`src/rtl/uart_disp_cmd_ctrl.sv`:
```
// uart_disp_cmd_ctrl
// Consumes bytes from the UART receiver's toggle handshake and parses fixed
// 4-byte frames (sync, command, payload, checksum). Good frames update the
// digit, decimal-point and blank registers that feed the display scanner.
// Rejected frames and inter-byte timeouts raise cmd_err and are counted.
module uart_disp_cmd_ctrl #(
  parameter int         DIGITS       = 8,
  parameter int         TIMEOUT_CLKS = 208320,
  parameter logic [7:0] SYNC_BYTE    = 8'hA5
) (
  input  logic                  clk,
  input  logic                  rst,
  input  logic [7:0]            rx_data,
  input  logic                  rx_toggle,
  output logic [4*DIGITS-1:0]   digit_data,
  output logic [DIGITS-1:0]     dp,
  output logic                  blank,
  output logic                  frame_busy,
  output logic                  cmd_ok,
  output logic                  cmd_err,
  output logic [7:0]            err_count
);

  localparam logic [7:0]  DIGITS_B  = 8'(DIGITS);
  localparam logic [23:0] TMO_LIMIT = 24'(TIMEOUT_CLKS);
  localparam logic [7:0]  CMD_BLANK = 8'h40;
  localparam logic [7:0]  CMD_CLEAR = 8'h41;

  typedef enum logic [1:0] {
    S_SYNC = 2'd0,
    S_CMD  = 2'd1,
    S_DATA = 2'd2,
    S_CHK  = 2'd3
  } state_t;

  state_t      state_q, state_d;
  logic        tog_q;
  logic        byte_valid;
  logic [7:0]  cmd_q, cmd_d;
  logic [7:0]  pay_q, pay_d;
  logic [23:0] tmo_q, tmo_d;
  logic        timeout_hit;
  logic        cmd_legal;
  logic        chk_match;
  logic        exec_ok;
  logic        exec_err;

  logic [3:0]        digit_q [DIGITS];
  logic [3:0]        digit_d [DIGITS];
  logic [DIGITS-1:0] dp_q, dp_d;
  logic              blank_q, blank_d;
  logic              busy_q;
  logic              ok_q;
  logic              err_q;
  logic [7:0]        errcnt_q, errcnt_d;

  // Delay the receiver toggle by one cycle so any edge becomes a byte strobe
  always_ff @(posedge clk) begin
    if (!rst) begin
      tog_q <= 1'b0;
    end else begin
      tog_q <= rx_toggle;
    end
  end

  assign byte_valid  = rx_toggle ^ tog_q;
  assign cmd_legal   = (cmd_q < DIGITS_B) || (cmd_q == CMD_BLANK) || (cmd_q == CMD_CLEAR);
  assign chk_match   = (rx_data == (cmd_q ^ pay_q));
  // A byte landing on the limit cycle takes precedence over the timeout
  assign timeout_hit = (state_q != S_SYNC) && !byte_valid && (tmo_q == TMO_LIMIT);

  // Frame parser: next state, field latches and execute/reject decision
  always_comb begin
    state_d  = state_q;
    cmd_d    = cmd_q;
    pay_d    = pay_q;
    exec_ok  = 1'b0;
    exec_err = 1'b0;
    case (state_q)
      S_SYNC: begin
        // Anything other than the sync marker is line noise; drop it quietly
        if (byte_valid && (rx_data == SYNC_BYTE)) begin
          state_d = S_CMD;
        end
      end
      S_CMD: begin
        if (byte_valid) begin
          cmd_d   = rx_data;
          state_d = S_DATA;
        end
      end
      S_DATA: begin
        if (byte_valid) begin
          pay_d   = rx_data;
          state_d = S_CHK;
        end
      end
      S_CHK: begin
        if (byte_valid) begin
          state_d = S_SYNC;
          if (chk_match && cmd_legal) begin
            exec_ok = 1'b1;
          end else begin
            exec_err = 1'b1;
          end
        end
      end
      default: state_d = S_SYNC;
    endcase
    if (timeout_hit) begin
      state_d  = S_SYNC;
      exec_err = 1'b1;
    end
  end

  // Inter-byte timer: idle in S_SYNC, restarted by every received byte
  always_comb begin
    tmo_d = tmo_q + 24'd1;
    if (byte_valid || (state_q == S_SYNC) || timeout_hit) begin
      tmo_d = 24'd0;
    end
  end

  // Command execution into the display registers
  always_comb begin
    for (int i = 0; i < DIGITS; i++) begin
      digit_d[i] = digit_q[i];
    end
    dp_d    = dp_q;
    blank_d = blank_q;
    if (exec_ok) begin
      if (cmd_q < DIGITS_B) begin
        // Payload bits [6:4] carry nothing for a digit write
        for (int i = 0; i < DIGITS; i++) begin
          if (cmd_q == 8'(i)) begin
            digit_d[i] = pay_q[3:0];
            dp_d[i]    = pay_q[7];
          end
        end
      end else if (cmd_q == CMD_BLANK) begin
        blank_d = pay_q[0];
      end else begin
        // Clear leaves the blank control alone
        for (int i = 0; i < DIGITS; i++) begin
          digit_d[i] = 4'd0;
        end
        dp_d = '0;
      end
    end
  end

  // Saturating error counter
  always_comb begin
    errcnt_d = errcnt_q;
    if (exec_err && (errcnt_q != 8'hFF)) begin
      errcnt_d = errcnt_q + 8'd1;
    end
  end

  // Parser state, latched fields and inter-byte timer
  always_ff @(posedge clk) begin
    if (!rst) begin
      state_q <= S_SYNC;
      cmd_q   <= 8'd0;
      pay_q   <= 8'd0;
      tmo_q   <= 24'd0;
    end else begin
      state_q <= state_d;
      cmd_q   <= cmd_d;
      pay_q   <= pay_d;
      tmo_q   <= tmo_d;
    end
  end

  // Display registers, status pulses and error count
  always_ff @(posedge clk) begin
    if (!rst) begin
      for (int i = 0; i < DIGITS; i++) begin
        digit_q[i] <= 4'd0;
      end
      dp_q     <= '0;
      blank_q  <= 1'b0;
      busy_q   <= 1'b0;
      ok_q     <= 1'b0;
      err_q    <= 1'b0;
      errcnt_q <= 8'd0;
    end else begin
      for (int i = 0; i < DIGITS; i++) begin
        digit_q[i] <= digit_d[i];
      end
      dp_q     <= dp_d;
      blank_q  <= blank_d;
      busy_q   <= (state_d != S_SYNC);
      ok_q     <= exec_ok;
      err_q    <= exec_err;
      errcnt_q <= errcnt_d;
    end
  end

  // Pack the digit registers into the scanner bus, digit n at [4n+3:4n]
  for (genvar gi = 0; gi < DIGITS; gi++) begin : g_digit_out
    assign digit_data[4*gi +: 4] = digit_q[gi];
  end

  assign dp         = dp_q;
  assign blank      = blank_q;
  assign frame_busy = busy_q;
  assign cmd_ok     = ok_q;
  assign cmd_err    = err_q;
  assign err_count  = errcnt_q;

endmodule
```
`config.mk`:
```
export PLATFORM = sky130hd
export DESIGN_NAME = uart_disp_cmd_ctrl
export DESIGN_NICKNAME = d
export VERILOG_FILES = /design/src/rtl/uart_disp_cmd_ctrl.sv
export SDC_FILE = /design/constraint.sdc
export NUM_CORES = 1
export LEC_CHECK = 0
export ABC_AREA = 1
export BUFFER_PORTS_ARGS = -buffer_cell sky130_fd_sc_hd__buf_2
export CORE_MARGIN = 10
export CORE_UTILIZATION = 44
export DETAILED_ROUTE_END_ITERATION = 10
export PLACE_DENSITY_LB_ADDON = 0.05
export SYNTH_ARGS = -nofsm -noshare
export SYNTH_HDL_FRONTEND = slang
export SYNTH_SLANG_ARGS = --single-unit
```
`constraint.sdc`:
```
create_clock -name clk -period 2.7 [get_ports clk]
set_input_delay 0.675 -clock clk [delete_from_list [all_inputs] [get_ports clk]]
set_output_delay 0.675 -clock clk [all_outputs]
set_load 0.1 [all_outputs]
```
---- Word-level counts from Yosys, hierarchy flattened ----
Memories as Yosys holds them, arrays and structs flattened.
Cells that the tools add are included.
storage, ports and cells
  register bits after elaboration ......... 63
  RAM bits ................................ 32
  bits of input ports ..................... 11
  output and inout bits ................... 52
  logic and storage cells ................. 129
  memories ................................ 1
operators by class
  add/sub/neg operators ................... 2
  order comparisons ....................... 1
  eq/ne operators ......................... 25
  mux-type cells .......................... 44
  bitwise gates (word level) .............. 12
  reductions and logical operators ........ 26
memory list
  name     depth  bits a word  rd ports  clocked after Yosys merged registers in  wr ports  RTL line  text
  digit_q  8      4            8         0                                        8         48        logic [3:0] digit_q [DIGITS];
operator list
  operator                                                                      count
  32-bit two-way mux                                                            3
  4-bit two-way mux                                                             16
  8-bit by 3-bit equality test with 1-bit output, second input constant         4
  3-bit AND reduction                                                           9
  24-bit by 1-bit adder with 24-bit output, second input constant               1
  24-bit by 18-bit equality test with 1-bit output, second input constant       1
  1-bit two-way mux                                                             17
  8-bit by 2-bit equality test with 1-bit output, second input constant         2
  8-bit by 7-bit equality test with 1-bit output, second input constant         2
  8-bit two-way mux                                                             2
  2-bit by 1-bit inequality test with 1-bit output, second input constant       8
  2-bit two-way mux                                                             5
  8-bit by 1-bit adder with 8-bit output, second input constant                 1
  8-bit by 1-bit equality test with 1-bit output, second input constant         1
  8-bit equality test                                                           1
  8-bit equality test, second input constant                                    1
  8-bit logical NOT                                                             1
  8-bit by 4-bit less-than comparator with 1-bit output, second input constant  1
  8-bit inequality test, second input constant                                  1
  1-bit OR                                                                      8
  2-bit case mux with 4 select lines                                            1
  8-bit bitwise XOR                                                             1
  1-bit logical AND                                                             5
  2-bit equality test, second input constant                                    2
  other kinds (10)                                                              16

---- Longest topological paths before layout ----
  word-level depth ........................ 9
  mapped depth ............................ 14
  mapped depth without buffers ............ 13

---- Least setup slack after synthesis ----
OpenSTA, ideal clock, no wires.
  path type ............................... reg-to-reg
  start ................................... register errcnt_q[0] (netlist: err_count[0])
  end ..................................... register errcnt_q[5] (netlist: err_count[5])
  library setup time ...................... 119 ps
  data arrival time ....................... 2,243 ps
  required time ........................... 2,581 ps
  slack ................................... 337 ps
  cell stages (with the launch flop) ...... 11
  buffers on the path ..................... 0
  period minus slack after synthesis ...... 2,363 ps
  cells stage by stage .................... dfxtp_1 -> ha_1 -> nand2_1 -> nor3_1 -> nand2_1 -> nor2_1 -> nor2_1 -> nand2_1 -> inv_1 -> a21oi_1 -> nor2_1
on the way
  longest elaborated chain between the ends .. 2
  elaborated cells on any way between the ends .. 3
  those cells by class .................... add/sub (1); eq/ne (1); reduce/logical (1)
ends and longest elaborated chain
  what                                                                                            RTL line  text
  start, declared                                                                                 55        logic [7:0] errcnt_q, errcnt_d;
  start signal, assigned                                                                          196       errcnt_q <= errcnt_d;
  parallel branches: the longest is 2 deep, another holds 8-bit by 1-bit adder with 8-bit output  --
Parallel ways; which one is timed is not known.
A chain may end at the register's enable or synchronous reset.

---- Worst setup path after layout ----
  start ................................... register tmo_q[0]
  end ..................................... register tmo_q[16]
on the way
  longest elaborated chain between the ends .. 4
  elaborated cells on any way between the ends .. 5
  those cells by class .................... add/sub (1); eq/ne (1); reduce/logical (3)
ends and longest elaborated chain
  what                                                                                              RTL line  text
  start, declared                                                                                   41        logic [23:0] tmo_q, tmo_d;
  start signal, assigned                                                                            171       tmo_q <= tmo_d;
  parallel branches: the longest is 4 deep, another holds 24-bit by 1-bit adder with 24-bit output  --
Parallel ways; which one is timed is not known.

==> run summary <==
==================================================================================================
Result of the run                                                                        completed
Number of standard cells after synthesis                                                       673
Via/cell ratio                                                                                4.70
Vias                                                                                          4125
Post-route DRC violation count                                                                   0
Type of the worst setup path                                                          register to register
Maximum clock insertion buffer count                                                             2
Post-Place Cells                                                                               861
Cell area after synthesis                                                                 4530 µm²
Number of I/O pins                                                                              63
Clock tree from TritonCTS                                                                     done
Number of enable flip-flop cells after synthesis                                                 0
Nets in the synthesized netlist                                                                687
Die boundary width                                                                          121 µm
Count of input and output buffers                                                               62
Die extent in y                                                                             121 µm
Worst min-delay path class                                                            register to register
DPL Wire Length                                                                            7.72 mm
Setup total negative slack                                                                    0 ps
Max_cap viols                                                                                    0
Actual transition at the worst max-transition pin                                           733 ps
Crit share post-route                                                                        78.6%
Arr. time, crit path                                                                       2370 ps
Launching element type of the critical path                                               register
Crit. End Element                                                                         register
Critical Path Fanout Max                                                                         4
First DRT Iteration DRCs                                                                       202
Post-route ant nets                                                                              0
Setup clock skew after layout                                                              11.1 ps
RSZ-0062 raised after global routing                                                         false
CTS Root Buffer Type                                                                      clkbuf_8
Final core utilization                                                                       52.6%
Average size of a mapped cell                                                             6.73 µm²
Most common cell after layout, fill and taps aside                                         nand2_1
Diode count                                                                                      0
Final routed wire length divided by cell count                                             11.9 µm
Antenna violations before repair                                                                 0
Leakage Power                                                                              2.62 nW
Layout cell share with drive strength beyond 1                                               14.9%
Distinct cells, synth                                                                           27
Normalized max-slew margin                                                                   51.0%
Ys flop type                                                                               dfxtp_1
Total grt overflow                                                                               0
Number of warnings issued by yosys                                                               0
Number of post-CTS setup repair buffers                                                          0
Number of hold-repair buffers added at the cts stage                                             0
Sink Count                                                                                      95
Global placement routability congestion                                                      0.805
Final critical-path required period                                                        2120 ps
Share of async-settable or async-resettable flops after synthesis                               0%
Max VDD drop                                                                                286 µV
Number of search-and-repair iterations in the first detailed-routing pass                        6
Commonest cells after routing, fill and taps aside                                    175 x nand2_1, 125 x nor2_1, 95 x dfxtp_1
Final setup violating endpoints                                                                  0
Effective utilization at floorplan                                                           45.7%
Flip-flop and latch count after synthesis                                                       95
Number of buffers added by the clock tree synthesis step                                         9
Number of standard-cell rows in the floorplan                                                   36
Required time at the worst-slack endpoint                                                  2950 ps
Post-synthesis sequential area ratio                                                         42.0%
Wire length of the first global-routing pass                                               17.4 mm
Least setup slack across all paths after layout                                             579 ps
Setup Slack @ Placement                                                                     216 ps
Vias in the first global route                                                                3778
Area of the die                                                                          14700 µm²
Pins Over Slew Limit                                                                             0
Latest clock arrival within the worst-skew pair                                             370 ps
Worst hold margin                                                                           468 ps
Cell Pwr Density                                                                        481 nW/µm²
Max H-tree Level                                                                                 3
Final standard cell count with taps included and fillers excluded                              877
Number of nets in the finished design                                                          753
Post-synthesis to final-layout area growth                                                   15.1%
WL final                                                                                   10.5 mm
Pin count of the biggest net entering global routing                                            66
Total track usage                                                                            14.2%
Endpoints failing hold                                                                           0
Highest clock frequency the design can meet                                                471 MHz
Core area                                                                                 9910 µm²
Clock transition time at the flip-flop clock pins of the worst setup and hold paths          90 ps
Quantity of gates resized following cts                                                          0
==================================================================================================
-- Yosys cell counts (4+ instances only) --
library cell,instances,area [µm²]
clkbuf_1,12,45.0
nor2_1,125,469
o21a_1,4,30.0
a21oi_1,42,210
dfxtp_1,95,1900
o21ai_0,19,95.1
nand4_1,9,56.3
nor3_1,10,50.1
xnor2_1,4,35.0
nor2_2,5,31.3
inv_2,5,18.8
nand3_4,6,105
xor2_1,12,105
nand3_1,34,170
inv_1,93,349
nand2_1,175,657
-- worst max-delay path, cell delays in order, from the launching register on --
cell     delay (ps)
dfxtp_1         370
ha_1            180
nand2_1          90
nor3_1          390
nand4_1         200
nor2_1          270
inv_2            60
nor2_2          160
nand2_1          90
xor2_1          140
nor2_1           50
-- final timing paths --
| kind | from | endpoint | slack (ps) | depth (start not counted) |
|---|---|---|---|---|
| setup / recovery | tmo_q[0] | tmo_q[16] | 580 | 10 |
| hold / removal | tmo_q[0] | tmo_q[0] | 470 | 1 |
| setup reg to reg | tmo_q[0] | tmo_q[16] | 580 | 10 |
| hold reg to reg | tmo_q[0] | tmo_q[0] | 470 | 1 |
-- flip-flops by register name (all words and copies together), names as in the netlist --
signal,cells
blank,1
cmd_err,1
cmd_ok,1
cmd_q,8
digit_q,32
dp,8
err_count,8
frame_busy,1
pay_q,8
state_q,2
tmo_q,24
tog_q,1
-- stage by stage --
stage / instance area, µm² / total power [mW]
2_1_floorplan: 4530 / 1.48
3_3_place_gp: 4990 / 1.50
3_5_place_dp: 4990 / 1.50
4_1_cts: 5210 / 2.54
5_1_grt: 5210 / 2.60
6_report: 5210 / 2.51
-- report_power, final --
group / internal (mW) / switching, mW
logic: 0.0195 / 0.0447
registers: 1.40 / 0.000802
clock network: 0.525 / 0.517
total: 1.95 / 0.563
-- routing by layer --
metal	track usage [%]	wire length, µm	vias to the layer above
met5	0	0	-
met4	5.07	151	0
met3	3.40	488	13
met2	23.8	4890	57
met1	17.1	4930	1847
li1	-	-	2208
-- final cells by class --
type	count	area, µm²
Tap cell	133	166
Inverter	98	368
Clock buffer	9	124
Multi-Input combinational cell	465	2180
Clock inverter	7	96.3
Sequential cell	95	1900
Fill cell	1058	4700
Timing Repair Buffer	70	370
-- cell families after synthesis --
logic type,share of synthesized area [%]
AOI/OAI and AO/OA,7.74
xor gates and xnor gates,3.09
adders and majority gates,0.829
buffers and inverters,9.78
DFF,42.0
and+or+nand+nor,36.6
Power figures use the tool's default switching activity.
